## src/rtl/scl_sparecell_monitor.sv

```systemverilog
// Spare-cell tie-low monitor: synchronizes LO nets, filters sustained highs,
// and records sticky per-cell faults with a saturating event counter and IRQ.
module scl_sparecell_monitor #(
    parameter int NUM_CELLS     = 4,
    parameter int FILTER_LEN    = 3,
    parameter int SETTLE_CYCLES = 8,
    parameter int CNT_W         = 8
) (
    input  logic                 wb_clk_i,
    input  logic                 wb_rst_i,
    input  logic                 enable_i,
    input  logic [NUM_CELLS-1:0] lo_i,
    input  logic                 clear_i,
    output logic [NUM_CELLS-1:0] fault_mask_o,
    output logic                 fault_o,
    output logic [CNT_W-1:0]     err_count_o,
    output logic                 irq_o,
    output logic                 busy_o
);
    localparam int FW = $clog2(FILTER_LEN + 1);
    localparam int PW = $clog2(NUM_CELLS + 1);
    localparam int SW = CNT_W + PW;
    localparam logic [FW-1:0]    FLT_MAX     = FW'(FILTER_LEN);
    localparam logic [7:0]       SETTLE_LAST = 8'(SETTLE_CYCLES);
    localparam logic [CNT_W-1:0] CNT_MAX     = '1;

    typedef enum logic [1:0] {IDLE, SETTLE, MONITOR} state_t;

    state_t               state_q;
    logic [7:0]           settle_q;
    logic                 busy_q;
    logic [NUM_CELLS-1:0] s1_q, s2_q;
    logic [NUM_CELLS-1:0] hit, new_set;
    logic [NUM_CELLS-1:0] mask_q, mask_d;
    logic [CNT_W-1:0]     cnt_q, cnt_d, cnt_base;
    logic [PW-1:0]        pop;
    logic [SW-1:0]        sum;
    logic                 fault_q, pend_q, irq_q;
    logic                 active;

    always_ff @(posedge wb_clk_i) begin
        if (wb_rst_i) begin
            state_q  <= IDLE;
            settle_q <= '0;
            busy_q   <= 1'b0;
        end else begin
            case (state_q)
                IDLE: begin
                    busy_q <= 1'b0;
                    if (enable_i) begin
                        state_q  <= SETTLE;
                        settle_q <= '0;
                    end
                end
                SETTLE: begin
                    if (!enable_i) begin
                        state_q <= IDLE;
                    end else if (settle_q == SETTLE_LAST) begin
                        state_q <= MONITOR;
                        busy_q  <= 1'b1;
                    end else begin
                        settle_q <= settle_q + 8'd1;
                    end
                end
                MONITOR: begin
                    if (!enable_i) begin
                        state_q <= IDLE;
                        busy_q  <= 1'b0;
                    end
                end
                default: begin
                    state_q <= IDLE;
                    busy_q  <= 1'b0;
                end
            endcase
        end
    end

    always_ff @(posedge wb_clk_i) begin
        if (wb_rst_i) begin
            s1_q <= '0;
            s2_q <= '0;
        end else begin
            s1_q <= lo_i;
            s2_q <= s1_q;
        end
    end

    // Filters stop on the same edge enable drops, so a disable never completes a fault.
    assign active = (state_q == MONITOR) && enable_i;

    for (genvar g = 0; g < NUM_CELLS; g++) begin : g_cell
        logic [FW-1:0] flt_q;
        always_ff @(posedge wb_clk_i) begin
            if (wb_rst_i || !active || !s2_q[g]) flt_q <= '0;
            else if (flt_q != FLT_MAX)           flt_q <= flt_q + FW'(1);
        end
        assign hit[g] = active && s2_q[g] && (flt_q == FLT_MAX - FW'(1));
    end

    // A clear in the same cycle lets every completing filter register as a fresh event.
    always_comb begin
        new_set  = clear_i ? hit : (hit & ~mask_q);
        mask_d   = clear_i ? new_set : (mask_q | new_set);
        cnt_base = clear_i ? '0 : cnt_q;
        pop      = '0;
        for (int i = 0; i < NUM_CELLS; i++) pop = pop + PW'(new_set[i]);
        sum   = SW'(cnt_base) + SW'(pop);
        cnt_d = (sum > SW'(CNT_MAX)) ? CNT_MAX : CNT_W'(sum);
    end

    always_ff @(posedge wb_clk_i) begin
        if (wb_rst_i) begin
            mask_q  <= '0;
            fault_q <= 1'b0;
            cnt_q   <= '0;
            pend_q  <= 1'b0;
            irq_q   <= 1'b0;
        end else begin
            mask_q  <= mask_d;
            fault_q <= |mask_d;
            cnt_q   <= cnt_d;
            pend_q  <= |new_set;
            irq_q   <= pend_q;
        end
    end

    assign fault_mask_o = mask_q;
    assign fault_o      = fault_q;
    assign err_count_o  = cnt_q;
    assign irq_o        = irq_q;
    assign busy_o       = busy_q;
endmodule

```

## config.mk

```make
export PLATFORM = sky130hd
export DESIGN_NAME = scl_sparecell_monitor
export DESIGN_NICKNAME = d
export VERILOG_FILES = /design/src/rtl/scl_sparecell_monitor.sv
export SDC_FILE = /design/constraint.sdc
export NUM_CORES = 1
export LEC_CHECK = 0
export BUFFER_PORTS_ARGS = -buffer_cell sky130_fd_sc_hd__buf_2
export CORE_ASPECT_RATIO = 0.5
export CORE_MARGIN = 3
export CORE_UTILIZATION = 40
export CTS_BUF_LIST = sky130_fd_sc_hd__clkbuf_8
export CTS_CLUSTER_DIAMETER = 150
export CTS_CLUSTER_SIZE = 8
export DETAILED_ROUTE_END_ITERATION = 16
export HOLD_SLACK_MARGIN = 0.05
export SETUP_SLACK_MARGIN = 0.02
export SLEW_MARGIN = 40
export SYNTH_ARGS = -nofsm -noshare
export SYNTH_HDL_FRONTEND = slang
export SYNTH_SLANG_ARGS = --single-unit
```

## constraint.sdc

```tcl
create_clock -name wb_clk_i -period 5.49 [get_ports wb_clk_i]
set_input_delay 0.8235 -clock wb_clk_i [delete_from_list [all_inputs] [get_ports wb_clk_i]]
set_output_delay 0.8235 -clock wb_clk_i [all_outputs]
set_load 0.01 [all_outputs]
```

==> summary.md <==
| Metric | Value |
|---|---|
| GR Overflow Total | 0 |
| Hold Path Cell Cnt | 1 |
| Via count | 1495 |
| Xor and xnor area share after synthesis | 4.45% |
| Worst reg2reg startpoint | state_q[0] |
| Initial core utilization | 43.0% |
| PwrDens | 236 nW/um^2 |
| Relative slew margins | 63.1% |
| Min Hold Slack | 0.439 ns |
| Adder-cell area share of the yosys netlist | 10.7% |
| Final nets | 255 |
| Unrepaired setup endpoints after global routing | no |
| Number of global-route vias before repair | 1462 |
| Source of the critical timing path | enable_i |
| Setup CP Type | primary input to flop |
| Run status | complete, no violations |
| Quantity of gates resized following cts | 0 |
| Data required time at the worst endpoint | 5.66 ns |
| Core area | 4570 um^2 |
| Net count of the mapped netlist | 232 |
| TritonCTS clock tree | yes |
| Max-capacitance violation count | 0 |
| Synth Area in Simple Gates | between 20% and 30% |
| Proportion of synthesized chip area in sequential cells | 42.7% |
| Final setup viols | 0 |
| Prevailing post-synth register cell | dfxtp_1 |
| Pre-CTS worst setup slack | 1.79 ns |
| Half-perimeter wire length of the detailed placement result | 2760 um |
| Number of buffers added on ports | 22 |
| Total wirelength of the detailed-routed design | between 3000 and 4000 um |
| Maximum number of pins on one net before global-route repair | 31 |
| I/O Pins | 23 |
| Final Hold Violating Endpoints | 0 |
| Transition time at the pin with the least slew margin | 0.553 ns |
| First-pass GRT wire length | 6470 um |
| Filler Cells Inserted | 447 |
| Number of placement rows | 17 |
| Setup repair bufs after CTS | 0 |
| Final standard cell area without fillers | 2200 um^2 |
| Cell count after synthesis | 209 |
| Critical Path Sink Type | flop |
| Post-layout minimum cycle time | 3.40 ns |
| CTS Hold Bufs | 0 |
| Hold Path Origin | pend_q |
| CTS Root Buffer Type | clkbuf_8 |
| Area Overhead vs Synth | 12.0% |
| Critical Path Start Type | primary input |
| Final Slew Violations | 0 |
| Clock slew at the register clock pins of the worst setup and hold paths | 0.08 ns |
| Worst min-delay path category | flop to flop |
| ANT cells | 0 |
| Combinational family with the most area after synthesis | simple AND/OR/NAND/NOR gates |
| Combined flip-flop and latch cell area | ~840 um^2 |
| Number of levels in the clock H-tree | 2 |
| Avg Synthesized Cell Area | 9.41 um^2 |
| Top cell type's share of synthesized area | 42.7% |
| Async set-or-reset flop fraction in the synthesized netlist | 0% |
| Post-DR vias/cell | about 5 |
| Ys Warns | 0 |
| Global-route total usage across every layer | a little over an eighth |
| Antenna violations before repair | 0 |
| Inserted Clock Buffers | 5 |
| Area fraction in compound gates after synthesis | 12.5% |
| Mux share of post-synthesis cell area | less than 1% |
| Worst-path maximum fanout | 7 |
| DRC violation count after routing | 0 |
| Seq cells post-synth | 42 |
| First-pass iteration count of the detailed router | 4 |
| Total area of multi-input combinational cells | 1030 um^2 |
| Wire per inst | 12.1 um |
| Largest buffer count on any clock path | 2 |
| Insertion delay of the later-clocked pin in the worst-skew pair | approximately 0.29 ns |
| Portion of the clock cycle consumed by the worst path in the final layout | approximately three fifths |
| Cell area after placement | 2120 um^2 |
| Proportion of layout cells with a drive suffix above 1 | approximately 15% |
| Residual antenna-violating net count after detailed routing | 0 |
| Max IR drop VDD | around 0.09 mV |
| Area of the mapped netlist | 1970 um^2 |
| Die boundary height | 55.6 um |
| Final Worst Setup Slack | about 2.1 ns |
| Final RePlAce weighted congestion | around 0.80 |
| Cell type with the largest total area after synthesis | dfxtp_1 |
| Count of flip-flops with a built-in enable after synthesis | 0 |
| # clock sinks | between 40 and 50 |
| DRC violation total after the first TritonRoute iteration | 54 |
| Depth of the worst register-to-register path | 9 |
| DIE AREA | 5850 um^2 |
| Largest cells by area after synthesis | dfxtp_1 43%, ha_1 7.6%, nor2_1 4.6% |
| Peak Freq | 0.294 GHz |
| Data arrival time of the worst path | 3.57 ns |
| Static Leak | 0.920 nW |
| Horiz. Die Dim | between 100 and 150 um |
| Post-Route Skew | 0.0122 ns |
| Setup Total Neg Slack | 0 ns |
| Distinct cell type count of the synthesized netlist | 46 |
==> power by group <==
| part | internal [mW] | total [mW] | switching (mW) |
|---|---|---|---|
| combinational | 0.00652 | 0.0171 | 0.0105 |
| sequential | 0.308 | 0.310 | 0.00237 |
| clock | 0.0879 | 0.192 | 0.104 |
| total | 0.402 | 0.519 | 0.117 |
==> sequential cells by signal, indices dropped and copies added, names as in the netlist <==
signal / count
busy_o: 1
err_count_o: 8
fault_mask_o: 4
settle_q: 8
s1_q: 4
irq_o: 1
g_cell.flt_q: 8
pend_q: 1
fault_o: 1
state_q: 2
s2_q: 4
==> logic make-up (layout without fill, tap and decap cells) <==
group | Yosys count | in the layout
adders and majority gates | 15 | 15
DFF | 42 | 42
AOI/OAI and AO/OA | 36 | 36
muxes | 1 | 1
xor gates and xnor gates | 10 | 10
buffers and inverters | 19 | 43
and+or+nand+nor | 86 | 86
==> final cells by class <==
| cell class | instances | area share, % |
|---|---|---|
| clock buffer | 5 | 3.13 |
| clock inverter | 3 | 0.795 |
| inverter | 13 | 2.22 |
| multi-input combinational | 148 | 46.9 |
| sequential | 42 | 38.2 |
| tap | 66 | 3.75 |
| timing repair buffer | 22 | 5.00 |
==> worst paths after layout <==
check,to,slack [ns]
hold reg to reg,irq_o,0.44
setup reg to reg,err_count_o[7],2.27
hold / removal,irq_o,0.44
setup / recovery,err_count_o[7],2.09
==> critical path: stages <==
cell and delay (ns):
buf_2 0.12, and3b_1 0.31, nand3_1 0.12, nand2b_1 0.20, fa_1 0.54, fa_1 0.20
inv_1 0.06, fa_1 0.48, a2111o_1 0.44, o311a_1 0.28
==> through the flow <==
stage	util, %	total power, mW	std cells
after CTS	48.2	0.527	299
after detailed placement	46.3	0.335	291
after global routing	48.2	0.540	299
after global placement	46.3	0.334	291
final	48.2	0.519	299
after floorplan	-	0.330	209
==> cell usage after synthesis (all sizes together), types with 2 or more instances <==
cell	count
a211oi	2
a21oi	13
a31oi	2
a32o	2
and3	2
and4b	2
buf	2
clkbuf	4
dfxtp	42
fa	3
ha	12
inv	13
nand2	13
nand2b	7
nand3	7
nand4	6
nor2	24
nor2b	13
nor3	2
o21ai	6
o311a	2
o32ai	2
or4	2
xor2	9
==> per-layer routing <==
metal / vias up / GRT usage, % / share of wire, %
met1: 707 / 16.7 / 49
met5: - / 0 / 0
met2: 21 / 23.1 / 47
met3: 0 / 4.29 / 3.7
met4: 0 / 2.80 / 0
li1: 767 / - / -
==> cell usage in the layout (no fill, tap or decap), drive strengths merged, types with 7 or more instances in the layout <==
master  instances
nor2b          13
xor2            9
ha             12
a21oi          13
nor2           24
nand2b          7
buf            22
nand3           7
inv            14
nand2          13
dfxtp          42
Note: power is estimated with default switching activity, not from simulation.
